===== config.mk =====
export PLATFORM = sky130hd
export DESIGN_NAME = score_keeper_flat
export DESIGN_NICKNAME = d
export VERILOG_FILES = /design/src/rtl/score_keeper_if.sv /design/src/rtl/score_keeper.sv /design/src/flat_wrapper.sv
export SDC_FILE = /design/constraint.sdc
export NUM_CORES = 1
export LEC_CHECK = 0
export ABC_AREA = 1
export CAP_MARGIN = 25
export CORE_ASPECT_RATIO = 0.5
export CORE_UTILIZATION = 48
export CTS_CLUSTER_DIAMETER = 80
export CTS_CLUSTER_SIZE = 12
export DETAILED_ROUTE_END_ITERATION = 10
export PLACE_DENSITY = 0.74
export SLEW_MARGIN = 20
export SYNTH_ARGS = -nofsm -noshare
export SYNTH_HDL_FRONTEND = slang
export SYNTH_SLANG_ARGS = --single-unit

===== constraint.sdc =====
create_clock -name clk -period 2.1 [get_ports clk]
set_input_delay 0.315 -clock clk [delete_from_list [all_inputs] [get_ports clk]]
set_output_delay 0.315 -clock clk [all_outputs]
set_load 0.05 [all_outputs]

===== src/rtl/score_keeper_if.sv =====
// Score keeper bus: scene/pipe position from the game controller,
// score/best/event outputs toward the display.
interface score_keeper_if;
  logic [1:0]  scene;
  logic [7:0]  front_pos;
  logic [11:0] score_bcd;
  logic [11:0] best_bcd;
  logic        score_evt;
  logic        new_best;

  // Controller side: drives scene and pipe position, observes score.
  modport master (
    output scene,
    output front_pos,
    input  score_bcd,
    input  best_bcd,
    input  score_evt,
    input  new_best
  );

  // Score keeper side.
  modport slave (
    input  scene,
    input  front_pos,
    output score_bcd,
    output best_bcd,
    output score_evt,
    output new_best
  );
endinterface


===== src/rtl/score_keeper.sv =====
// Score keeper: counts pipe passes in BCD during a run, tracks the best
// score since reset and flags a new best while the game-over screen is up.
//
// state | meaning
// ------+---------------------------------------------------------------
// IDLE  | splash / waiting for a run to start; last score still shown
// RUN   | run in progress, pipe passes counted
// OVER  | run finished, best updated, new_best flag valid
module score_keeper #(
  parameter int BIRD_COL    = 10,
  parameter int PASS_OFFSET = 7
) (
  input  logic         clk,
  input  logic         rst_n,
  score_keeper_if.slave bus
);

  localparam logic [7:0] PASS_COL  = 8'(BIRD_COL - PASS_OFFSET);
  localparam logic [7:0] PASS_PREV = 8'(BIRD_COL - PASS_OFFSET + 1);

  localparam logic [1:0] SCENE_SPLASH = 2'd0;
  localparam logic [1:0] SCENE_PLAY   = 2'd1;
  localparam logic [1:0] SCENE_OVER   = 2'd2;

  typedef enum logic [1:0] {
    IDLE = 2'd0,
    RUN  = 2'd1,
    OVER = 2'd2
  } state_t;

  state_t      state_q, state_d;
  logic [7:0]  prev_pos_q;
  logic [11:0] score_q, score_d;
  logic [11:0] best_q, best_d;
  logic        evt_q, evt_d;
  logic        new_best_q, new_best_d;

  logic        pass_evt;
  logic        score_sat;
  logic [11:0] score_inc;

  // Three-digit BCD increment; caller guards the 999 case.
  function automatic logic [11:0] bcd_inc(input logic [11:0] v);
    logic [3:0] d0, d1, d2;
    d2 = v[11:8];
    d1 = v[7:4];
    d0 = v[3:0];
    if (d0 == 4'd9) begin
      d0 = 4'd0;
      if (d1 == 4'd9) begin
        d1 = 4'd0;
        d2 = d2 + 4'd1;
      end else begin
        d1 = d1 + 4'd1;
      end
    end else begin
      d0 = d0 + 4'd1;
    end
    return {d2, d1, d0};
  endfunction

  // A pass is a single downward step onto the pass column; holds and
  // upward rotation jumps cannot satisfy the prev_pos condition.
  assign pass_evt  = (state_q == RUN) && (bus.scene == SCENE_PLAY) &&
                     (bus.front_pos == PASS_COL) && (prev_pos_q == PASS_PREV);
  assign score_sat = (score_q == 12'h999);
  assign score_inc = bcd_inc(score_q);

  // State register.
  always_ff @(posedge clk or negedge rst_n) begin
    if (!rst_n) begin
      state_q <= IDLE;
    end else begin
      state_q <= state_d;
    end
  end

  // Next-state logic; reserved scene code holds every state.
  always_comb begin
    state_d = state_q;
    unique case (state_q)
      IDLE: if (bus.scene == SCENE_PLAY)   state_d = RUN;
      RUN: begin
        if (bus.scene == SCENE_OVER)        state_d = OVER;
        else if (bus.scene == SCENE_SPLASH) state_d = IDLE;
      end
      OVER: if (bus.scene == SCENE_SPLASH) state_d = IDLE;
      default: state_d = IDLE;
    endcase
  end

  // Next values of the registered outputs.
  always_comb begin
    score_d    = score_q;
    best_d     = best_q;
    new_best_d = new_best_q;
    evt_d      = 1'b0;
    unique case (state_q)
      IDLE: begin
        if (bus.scene == SCENE_PLAY) score_d = 12'h000;
      end
      RUN: begin
        // Game over wins over a coincident pass: the pre-event score is final.
        if (bus.scene == SCENE_OVER) begin
          if (score_q > best_q) begin
            best_d     = score_q;
            new_best_d = 1'b1;
          end
        end else if (pass_evt && !score_sat) begin
          score_d = score_inc;
          evt_d   = 1'b1;
        end
      end
      OVER: begin
        if (bus.scene == SCENE_SPLASH) new_best_d = 1'b0;
      end
      default: ;
    endcase
  end

  // Output and pipe-position history registers.
  always_ff @(posedge clk or negedge rst_n) begin
    if (!rst_n) begin
      prev_pos_q <= 8'd0;
      score_q    <= 12'h000;
      best_q     <= 12'h000;
      evt_q      <= 1'b0;
      new_best_q <= 1'b0;
    end else begin
      prev_pos_q <= bus.front_pos;
      score_q    <= score_d;
      best_q     <= best_d;
      evt_q      <= evt_d;
      new_best_q <= new_best_d;
    end
  end

  assign bus.score_bcd = score_q;
  assign bus.best_bcd  = best_q;
  assign bus.score_evt = evt_q;
  assign bus.new_best  = new_best_q;

endmodule


===== src/flat_wrapper.sv =====
// flat-port wrapper written by rule: the top's interface ports become plain ports
module score_keeper_flat 
#(
  parameter int BIRD_COL    = 10,
  parameter int PASS_OFFSET = 7
)
  (clk, rst_n, bus_scene, bus_front_pos, bus_score_bcd, bus_best_bcd, bus_score_evt, bus_new_best);
  score_keeper_if bus_i ();
  input  logic clk;
  input  logic rst_n;
  input wire logic [$bits(bus_i.scene)-1:0] bus_scene;
  input wire logic [$bits(bus_i.front_pos)-1:0] bus_front_pos;
  output wire logic [$bits(bus_i.score_bcd)-1:0] bus_score_bcd;
  output wire logic [$bits(bus_i.best_bcd)-1:0] bus_best_bcd;
  output wire logic [$bits(bus_i.score_evt)-1:0] bus_score_evt;
  output wire logic [$bits(bus_i.new_best)-1:0] bus_new_best;
  assign bus_i.scene = bus_scene;
  assign bus_i.front_pos = bus_front_pos;
  assign bus_score_bcd = bus_i.score_bcd;
  assign bus_best_bcd = bus_i.best_bcd;
  assign bus_score_evt = bus_i.score_evt;
  assign bus_new_best = bus_i.new_best;
  score_keeper #(.BIRD_COL(BIRD_COL), .PASS_OFFSET(PASS_OFFSET)) u_core (.clk(clk), .rst_n(rst_n), .bus(bus_i));
endmodule

## After elaboration in Yosys (flattened, before gate mapping)

Index checks and enable logic that the tools add are counted.

| cells by class | value |
|---|---|
| muxes and demuxes | 20 |
| magnitude comparators | 1 |
| eq/ne operators | 17 |
| reductions and logical operators | 14 |
| add/sub/neg operators | 3 |

Operators by type and width:

| cell | number |
|---|---|
| $mux 12 | 3 |
| $pmux 12 s2 | 1 |
| $mux 4 | 5 |
| $add 4x1->4 const B | 3 |
| $eq 12x12->1 const B | 1 |
| $gt 12x12->1 | 1 |
| $ne 2x2->1 const B | 6 |
| $eq 4x4->1 const B | 2 |
| $eq 8x2->1 const B | 1 |
| $eq 8x3->1 const B | 1 |
| $reduce_and 4->1 | 2 |
| $mux 1 | 6 |
| $mux 2 | 3 |
| $pmux 2 s3 | 1 |
| $reduce_and 6->1 | 1 |
| $reduce_and 5->1 | 1 |
| $eq 2x1->1 const B | 2 |
| $eq 2x2->1 const B | 2 |
| $logic_and 1x1->1 | 4 |
| $logic_not 2->1 | 2 |
| $ne 2x1->1 const B | 2 |
| $reduce_bool 2->1 | 2 |
| $reduce_and 3->1 | 1 |
| $pmux 1 s2 | 1 |
| $logic_not 1->1 | 1 |

| storage, ports and cells | value |
|---|---|
| input port bits | 12 |
| logic and storage cells | 63 |
| flip-flop bits (word level) | 36 |
| output and inout bits | 26 |

## Logic depth before layout (Yosys ltp)

Gate-level depths: netlist (run 1).

| depth | value |
|---|---|
| depth after elaboration | 8 |
| mapped depth | 12 |
| gate-level depth less buffers | 12 |

## Least setup slack after synthesis (run 1)

No wires, ideal clock.

| timing path | value |
|---|---|
| path kind | register -> register |
| from | register u_core.score_q[6] (netlist: u_core.bus.score_bcd[6]) |
| to | register u_core.new_best_q (netlist: u_core.bus.new_best) |
| buffers on the path | 1 |
| stages on the path, launching flop included | 11 |
| library setup time | 0.142 ns |
| required time | 1.958 ns |
| data arrival time | 1.810 ns |
| setup slack | 0.148 ns |
| clock period less this slack | 1.952 ns |
| cells stage by stage | dfrtp_1 ha_1 nand2_1 nor2_1 nand2_1 inv_1 nand2_1 nand3_2 nand2_4 buf_6 a21oi_4 |

| between the ends | value |
|---|---|
| word-level cells in the longest chain between the ends | 3 |

Ends and longest elaborated chain:

| item | line | text |
|---|---|---|
| start, declared | score_keeper.sv:33 | `logic [11:0] score_q, score_d;` |
| start signal, assigned | score_keeper.sv:131 | `score_q <= score_d;` |
| $gt 12x12->1 | score_keeper.sv:105 | `if (score_q > best_q) begin` |
| $ne 2x2->1 (no line) | -- |  |
| $reduce_and 4->1 (no line) | -- |  |
| end signal, assigned | score_keeper.sv:134 | `new_best_q <= new_best_d;` |
| end, declared | score_keeper.sv:36 | `logic new_best_q, new_best_d;` |

No other way between the ends.
A chain may end at the register's enable or synchronous reset.

## Final worst setup path (run 1)

| timing path | value |
|---|---|
| from | register u_core.score_q[2] (netlist: u_core.bus.score_bcd[2]) |
| to | output bus_score_bcd[2] |

RTL lines:

| item | line | text |
|---|---|---|
| end, declared | flat_wrapper.sv:13 | `output wire logic [$bits(bus_i.score_bcd)-1:0] bus_score_bcd;` |

No word-level cell between the ends.

==> results of run 1 <==
[per-layer routing]
layer / global-route usage / share of wire / vias to the layer above
li1: - / - / 867
met3: 0.0530 / 0.034 / 8
met2: 0.354 / 0.48 / 40
met1: 0.274 / 0.47 / 827
met5: 0 / 0 / -
met4: 0.0945 / 0.016 / 0
[final cells by class]
cell class	count	area share
Clock inverter	2	0.00380
Clock buffer	6	0.0313
Tap cell	54	0.0256
Timing Repair Buffer	40	0.149
Sequential cell	36	0.342
Inverter	35	0.0503
Multi-Input combinational cell	168	0.398
[state kept, by name, indices dropped and copies added (netlist names)]
register	cells
u_core.bus.score_evt	1
u_core.bus.score_bcd	12
u_core.bus.new_best	1
u_core.bus.best_bcd	12
u_core.state_q	2
u_core.prev_pos_q	8
[path summary, 6_finish.rpt]
check / from / to / slack, ns / cells after the start
max: u_core.bus.score_bcd[2]$_DFFE_PN0P_ / bus_score_bcd[2] / 0.11 / 1
max reg2reg: u_core.bus.score_bcd[9]$_DFFE_PN0P_ / u_core.bus.best_bcd[0]$_DFFE_PN0P_ / 0.17 / 9
max in group asynchronous: rst_n / u_core.bus.best_bcd[0]$_DFFE_PN0P_ / 1.35 / 2
min in group clk: bus_front_pos[2] / u_core.prev_pos_q[2]$_DFF_PN0_ / 0.49 / 1
min reg2reg: u_core.bus.best_bcd[7]$_DFFE_PN0P_ / u_core.bus.best_bcd[7]$_DFFE_PN0P_ / 0.50 / 2
min: rst_n / u_core.prev_pos_q[4]$_DFF_PN0_ / 0.43 / 2
[metrics by stage]
| stage | instances | total power (uW) | hold slack (ns) | instance area, sq um | worst slack [ns] |
|---|---|---|---|---|---|
| CTS | 341 | 2760 | 0.452 | 2640 | 0.113 |
| floorplan | 241 | 1900 | 0.0194 | 2100 | 0.148 |
| global placement | 333 | 2200 | 0.485 | 2540 | 0.267 |
| global route | 341 | 2920 | 0.474 | 2640 | 0.00186 |
| detailed placement | 333 | 2240 | 0.485 | 2540 | 0.193 |
| finish | 341 | 2740 | 0.435 | 2640 | 0.109 |
[cells in the final DEF (no fill, tap or decap)]
cell              n
a21oi_1           7
a21oi_4           1
buf_4             3
clkbuf_8          6
clkdlybuf4s50_1  37
clkinv_2          3
dfrtp_1          36
ha_1             18
inv_1            30
inv_2             4
nand2_1          57
nand2_2           1
nand2_4           4
nand3_1          11
nand3_2           3
nand4_1           9
nor2_1           19
nor2_2            4
nor2_4            1
nor3_1            5
nor4_1            4
o21a_1            1
o21ai_0           2
o21ai_2          12
o21bai_4          1
o31ai_1           1
or2_2             1
xnor2_1           1
xor2_1            5
[cell families after synthesis]
| kind of cell | Yosys count | share of synthesized area |
|---|---|---|
| AO/OA/AOI/OAI | 25 | 0.0951 |
| XOR/XNOR | 6 | 0.0250 |
| adder cells (fa/ha/maj) | 18 | 0.107 |
| buffers and inverters | 37 | 0.0737 |
| flip-flops | 36 | 0.428 |
| AND/OR/NAND/NOR | 119 | 0.271 |
[power by group]
part / switching, uW / leakage, uW / internal (uW)
combinational: 901 / 0.000718 / 428
clock: 250 / 0.0000510 / 262
sequential: 112 / 0.000476 / 791
==> impl_metrics.py, run 1 <==
metrics = {
    "timing": {
        "fin_tns_setup_ns": 0,
        "fin_crit_ns": 1.99,
        "tightestPinTransition_ns": 0.621,
        "clock-skew-final_ns": 0.00706,
        "finalMaxSlewViolations": 0,
        "clock.fmax_mhz": 502,
        "maxSlewHeadroom": 0.582,
        "fin_crit_sh": 0.948,
        "setup_viol": 0,
        "rsz0062_at_grt": "no",
        "hold_viol_final": 0,
    },
    "cts": {
        "postCtsHoldBufs": 0,
        "worstSkewPairLatency_ns": 0.29,
        "cts_sinks": 36,
        "cts_buffers": 5,
        "cts_resized": 0,
        "htree_levels": 2,
        "cts_max_path_buffers": 2,
        "clkSlewWorstSetupHoldPaths_ns": 0.07,
        "cts_tree": "yes",
        "root_buffer": "clkbuf_8",
        "cts_setup_buffers": 0,
    },
    "power": {
        "p_leak_uw": 0.00124,
        "p_per_area_nw_per_um2": 1040,
        "irDropWorstVdd_uv": 476,
    },
    "critical_path": {
        "crit_type": "reg -> out",
        "cp-start-kind": "flip-flop",
        "required_ns": 1.78,
        "path_cells": "clkdlybuf4s50_1",
        "critPathMaxStageDelay_ns": 0.87,
        "worst-path-max-fanout": 7,
        "crit_buf_inv": 1,
        "cpMaxStageDelayCell": "clkdlybuf4s50_1",
        "critPathArrivalTime_ns": 1.68,
        "critical_path.endpoint_type": "output port",
        "path_delay_family": "buffers and inverters",
    },
    "finish": {
        "fin_nets": 316,
        "nFillCells": 362,
        "regArea_sq_um": 901,
        "diodes": 0,
        "area_growth_pct": 25.2,
        "post-route-util": 0.652,
        "multi_input_area_sq_um": 1050,
        "drive_gt1_frac": 0.153,
    },
    "detailed_routing": {
        "vias_per_cell": 5.11,
        "wl_um": 4310,
        "vias": 1742,
        "ant_nets": 0,
        "drt_iter0_drc": 77,
        "firstDrtPassIters": 4,
        "drc": 0,
        "wl_per_cell_um": 12.7,
    },
    "floorplan": {
        "die_area_sq_um": 4670,
        "ios": 38,
        "fp-row-count": 16,
        "fp.dieW_um": 95.6,
        "fp.dieH_um": 48.8,
        "coreArea_sq_um": 4040,
        "start_util": 0.520,
    },
    "global_route": {
        "grtUsageTotal": 0.216,
        "grt_pass1_wl_um": 7470,
        "grt_max_degree": 37,
        "first_global_vias": 1693,
        "antenna_found_initial": 0,
        "grt.overflow.total": 0,
    },
    "yosys": {
        "synthesis.area_sq_um": 2100,
        "syn_area_per_cell_sq_um": 8.73,
        "synthTopCellsByArea": "dfrtp_1 (43%), ha_1 (11%), nand2_1 (10%)",
        "synth_cells": 241,
        "synth_edf_count": 0,
        "async_flop_share": 1.00,
        "yosys-top-cells-count": "nand2_1 (57), dfrtp_1 (36), inv_1 (30)",
        "ys_warn_count": 0,
        "synth_area_leader_cell": "dfrtp_1",
        "ys_types": 27,
        "synth_seq_cells": 36,
        "yosysMostFrequentCell": "nand2_1",
        "synthesis.nets": 271,
        "ys.flop_type": "dfrtp_1",
        "ys_seq_area_frac": 0.428,
        "synth_top_cell_area_share": 0.428,
    },
    "placed_design": {
        "dp_hpwl_um": 3370,
        "place_congestion": 0.817,
        "numPortBuffers": 37,
    },
    "run_status": {
        "run_status": "complete, no violations",
    },
    "hold_path": {
        "hold_class": "in -> async",
    },
    "flow_run": {
        "drv_cap": 0,
    },
}
Power figures use the tool's default switching activity.
==> run 2, diff against run 1 <==
--- a/config.mk
+++ b/config.mk
@@ -7,11 +7,12 @@
 export LEC_CHECK = 0
 export ABC_AREA = 1
 export CAP_MARGIN = 25
-export CORE_ASPECT_RATIO = 0.5
+export CORE_ASPECT_RATIO = 2
 export CORE_UTILIZATION = 48
 export CTS_CLUSTER_DIAMETER = 80
 export CTS_CLUSTER_SIZE = 12
 export DETAILED_ROUTE_END_ITERATION = 10
+export HOLD_SLACK_MARGIN = 0.1
 export PLACE_DENSITY = 0.74
 export SLEW_MARGIN = 20
 export SYNTH_ARGS = -nofsm -noshare
==> run 2 against run 1 <==
Against the previous run: utilization decreased by 1.1 points; sequential share of layout area decreased by 0.13 points; clock skew about the same; largest power group unchanged; register-to-register slack improved by 0.11 ns; die area unchanged; cell area increased by 0.38%; clock power decreased by 0.8%; cell count unchanged.
==> impl_metrics.py, run 2 (synthesized netlist as in run 1, its figures left out) <==
metrics = {
    "timing": {
        "fin_tns_setup_ns": 0,
        "fin_crit_ns": 1.97,
        "rsz0062_at_grt": "no",
        "fin_ws_ns": 0.125,
        "clock-skew-final_ns": 0.00756,
        "whs_ns": 0.439,
        "clock.fmax_mhz": 506,
        "fin_crit_sh": 0.940,
        "hold_viol_final": 0,
        "maxSlewHeadroom": 0.636,
        "tightestPinTransition_ns": 0.542,
        "setup_viol": 0,
        "finalMaxSlewViolations": 0,
    },
    "placed_design": {
        "numPortBuffers": 37,
        "place_area_sq_um": 2550,
        "dp_hpwl_um": 3460,
        "pre_cts_ws_ns": 0.235,
        "place_congestion": 0.855,
    },
    "global_route": {
        "grtUsageTotal": 0.217,
        "grt_pass1_wl_um": 7470,
        "grt.overflow.total": 0,
        "antenna_found_initial": 0,
        "grt_max_degree": 37,
        "first_global_vias": 1710,
    },
    "finish": {
        "area_growth_pct": 25.7,
        "diodes": 0,
        "layout_commonest_cell": "nand2_1",
        "nFillCells": 363,
        "postLayoutCellArea_sq_um": 2650,
        "drive_gt1_frac": 0.152,
        "fin_nets": 318,
        "mostFrequentLayoutCells": "nand2_1 (57), clkdlybuf4s50_1 (37), dfrtp_1 (36), inv_1 (30), nor2_1 (19)",
    },
    "critical_path": {
        "cp-start-kind": "flip-flop",
        "critPathArrivalTime_ns": 1.66,
        "required_ns": 1.78,
        "crit_buf_inv": 1,
        "crit_type": "reg -> out",
        "path_delay_family": "buffers and inverters",
        "path_cells": "clkdlybuf4s50_1",
        "critPathMaxStageDelay_ns": 0.86,
        "worst-path-max-fanout": 8,
        "cpMaxStageDelayCell": "clkdlybuf4s50_1",
        "critical_path.endpoint_type": "output port",
    },
    "detailed_routing": {
        "drc": 0,
        "wl_um": 4370,
        "vias": 1738,
        "vias_per_cell": 5.10,
        "firstDrtPassIters": 4,
        "ant_nets": 0,
        "wl_per_cell_um": 12.8,
        "drt_iter0_drc": 29,
    },
    "floorplan": {
        "ios": 38,
        "coreArea_sq_um": 4130,
        "start_util": 0.510,
        "fp.dieH_um": 95.6,
        "fp.dieW_um": 48.8,
        "fp-row-count": 33,
        "die_area_sq_um": 4670,
    },
    "power": {
        "p_int_uw": 1500,
        "combPwrFrac": 0.495,
        "p_leak_uw": 0.00125,
        "p_seq_frac": 0.322,
        "p_sw_uw": 1270,
        "p_per_area_nw_per_um2": 1050,
        "p_clk_frac": 0.183,
        "irDropWorstVdd_uv": 674,
        "switching_share": 0.458,
    },
    "cts": {
        "cts_sinks": 36,
        "clkSlewWorstSetupHoldPaths_ns": 0.07,
        "postCtsHoldBufs": 0,
        "cts_tree": "yes",
        "root_buffer": "clkbuf_8",
        "cts_resized": 0,
        "htree_levels": 2,
        "worstSkewPairLatency_ns": 0.29,
        "cts_buffers": 5,
        "cts_max_path_buffers": 2,
        "cts_setup_buffers": 0,
    },
    "flow_run": {
        "drv_cap": 0,
    },
    "run_status": {
        "run_status": "complete, no violations",
    },
    "hold_path": {
        "hold_class": "in -> async",
    },
}
## run 2: cell types whose count changed in the layout (fill, tap and decap cells not counted), sizes merged
| cell | before | now |
|---|---|---|
| buf | 3 | 5 |
| clkinv | 3 | 1 |
| clkbuf | 6 | 8 |
## run 2: area by class of cell
cell class,count,area (sq um),area share
tap,52,65.1,0.0246
multi-input combinational,168,1050,0.396
timing repair buffer,42,408,0.154
inverter,35,133,0.0501
clock buffer,8,90.1,0.0341
sequential,36,901,0.341
## run 2: power by group through the flow
stage                     clock network [uW]  logic [uW]  registers, uW
final                                    507        1370            889
after global routing                     553        1500            904
after CTS                                524        1380            889
after detailed placement                   0        1370            901
after global placement                     0        1350            901
after floorplan                            0         746           1150
## run 2: routing by layer
metal,vias up,GRT usage,wire length (um)
li1,876,-,-
met1,816,0.201,1530
met2,33,0.429,2580
met3,13,0.0415,124
met4,0,0.118,141
met5,-,0,0
## run 2: per-stage QoR
stage,utilization,instances,total power [uW]
6_report,0.641,341,2760
5_1_grt,0.641,341,2960
4_1_cts,0.641,341,2790
3_5_place_dp,0.619,333,2270
3_3_place_gp,0.619,333,2250
2_1_floorplan,-,241,1900
## run 2: path summary, 6_finish.rpt
path,slack [ns],cells after the start,start,endpoint
worst max-delay path,0.13,1,u_core.bus.score_bcd[4]$_DFFE_PN0P_,bus_score_bcd[4]
worst min-delay path,0.44,2,rst_n,u_core.bus.new_best$_DFFE_PN0P_
worst max register to register,0.28,9,u_core.bus.score_bcd[4]$_DFFE_PN0P_,u_core.bus.best_bcd[0]$_DFFE_PN0P_
worst min register to register,0.50,2,u_core.bus.best_bcd[9]$_DFFE_PN0P_,u_core.bus.best_bcd[9]$_DFFE_PN0P_
max in group asynchronous,1.32,2,rst_n,u_core.bus.best_bcd[1]$_DFFE_PN0P_
min in group clk,0.50,1,bus_front_pos[2],u_core.prev_pos_q[2]$_DFF_PN0_
==> run 3, diff against run 2 <==
--- a/config.mk
+++ b/config.mk
@@ -10,7 +10,7 @@
 export CORE_ASPECT_RATIO = 2
 export CORE_UTILIZATION = 48
 export CTS_CLUSTER_DIAMETER = 80
-export CTS_CLUSTER_SIZE = 12
+export CTS_CLUSTER_SIZE = 10
 export DETAILED_ROUTE_END_ITERATION = 10
 export HOLD_SLACK_MARGIN = 0.1
 export PLACE_DENSITY = 0.74
==> results of run 3 <==
Final layout, timing and power as in run 2 (identical DEF).
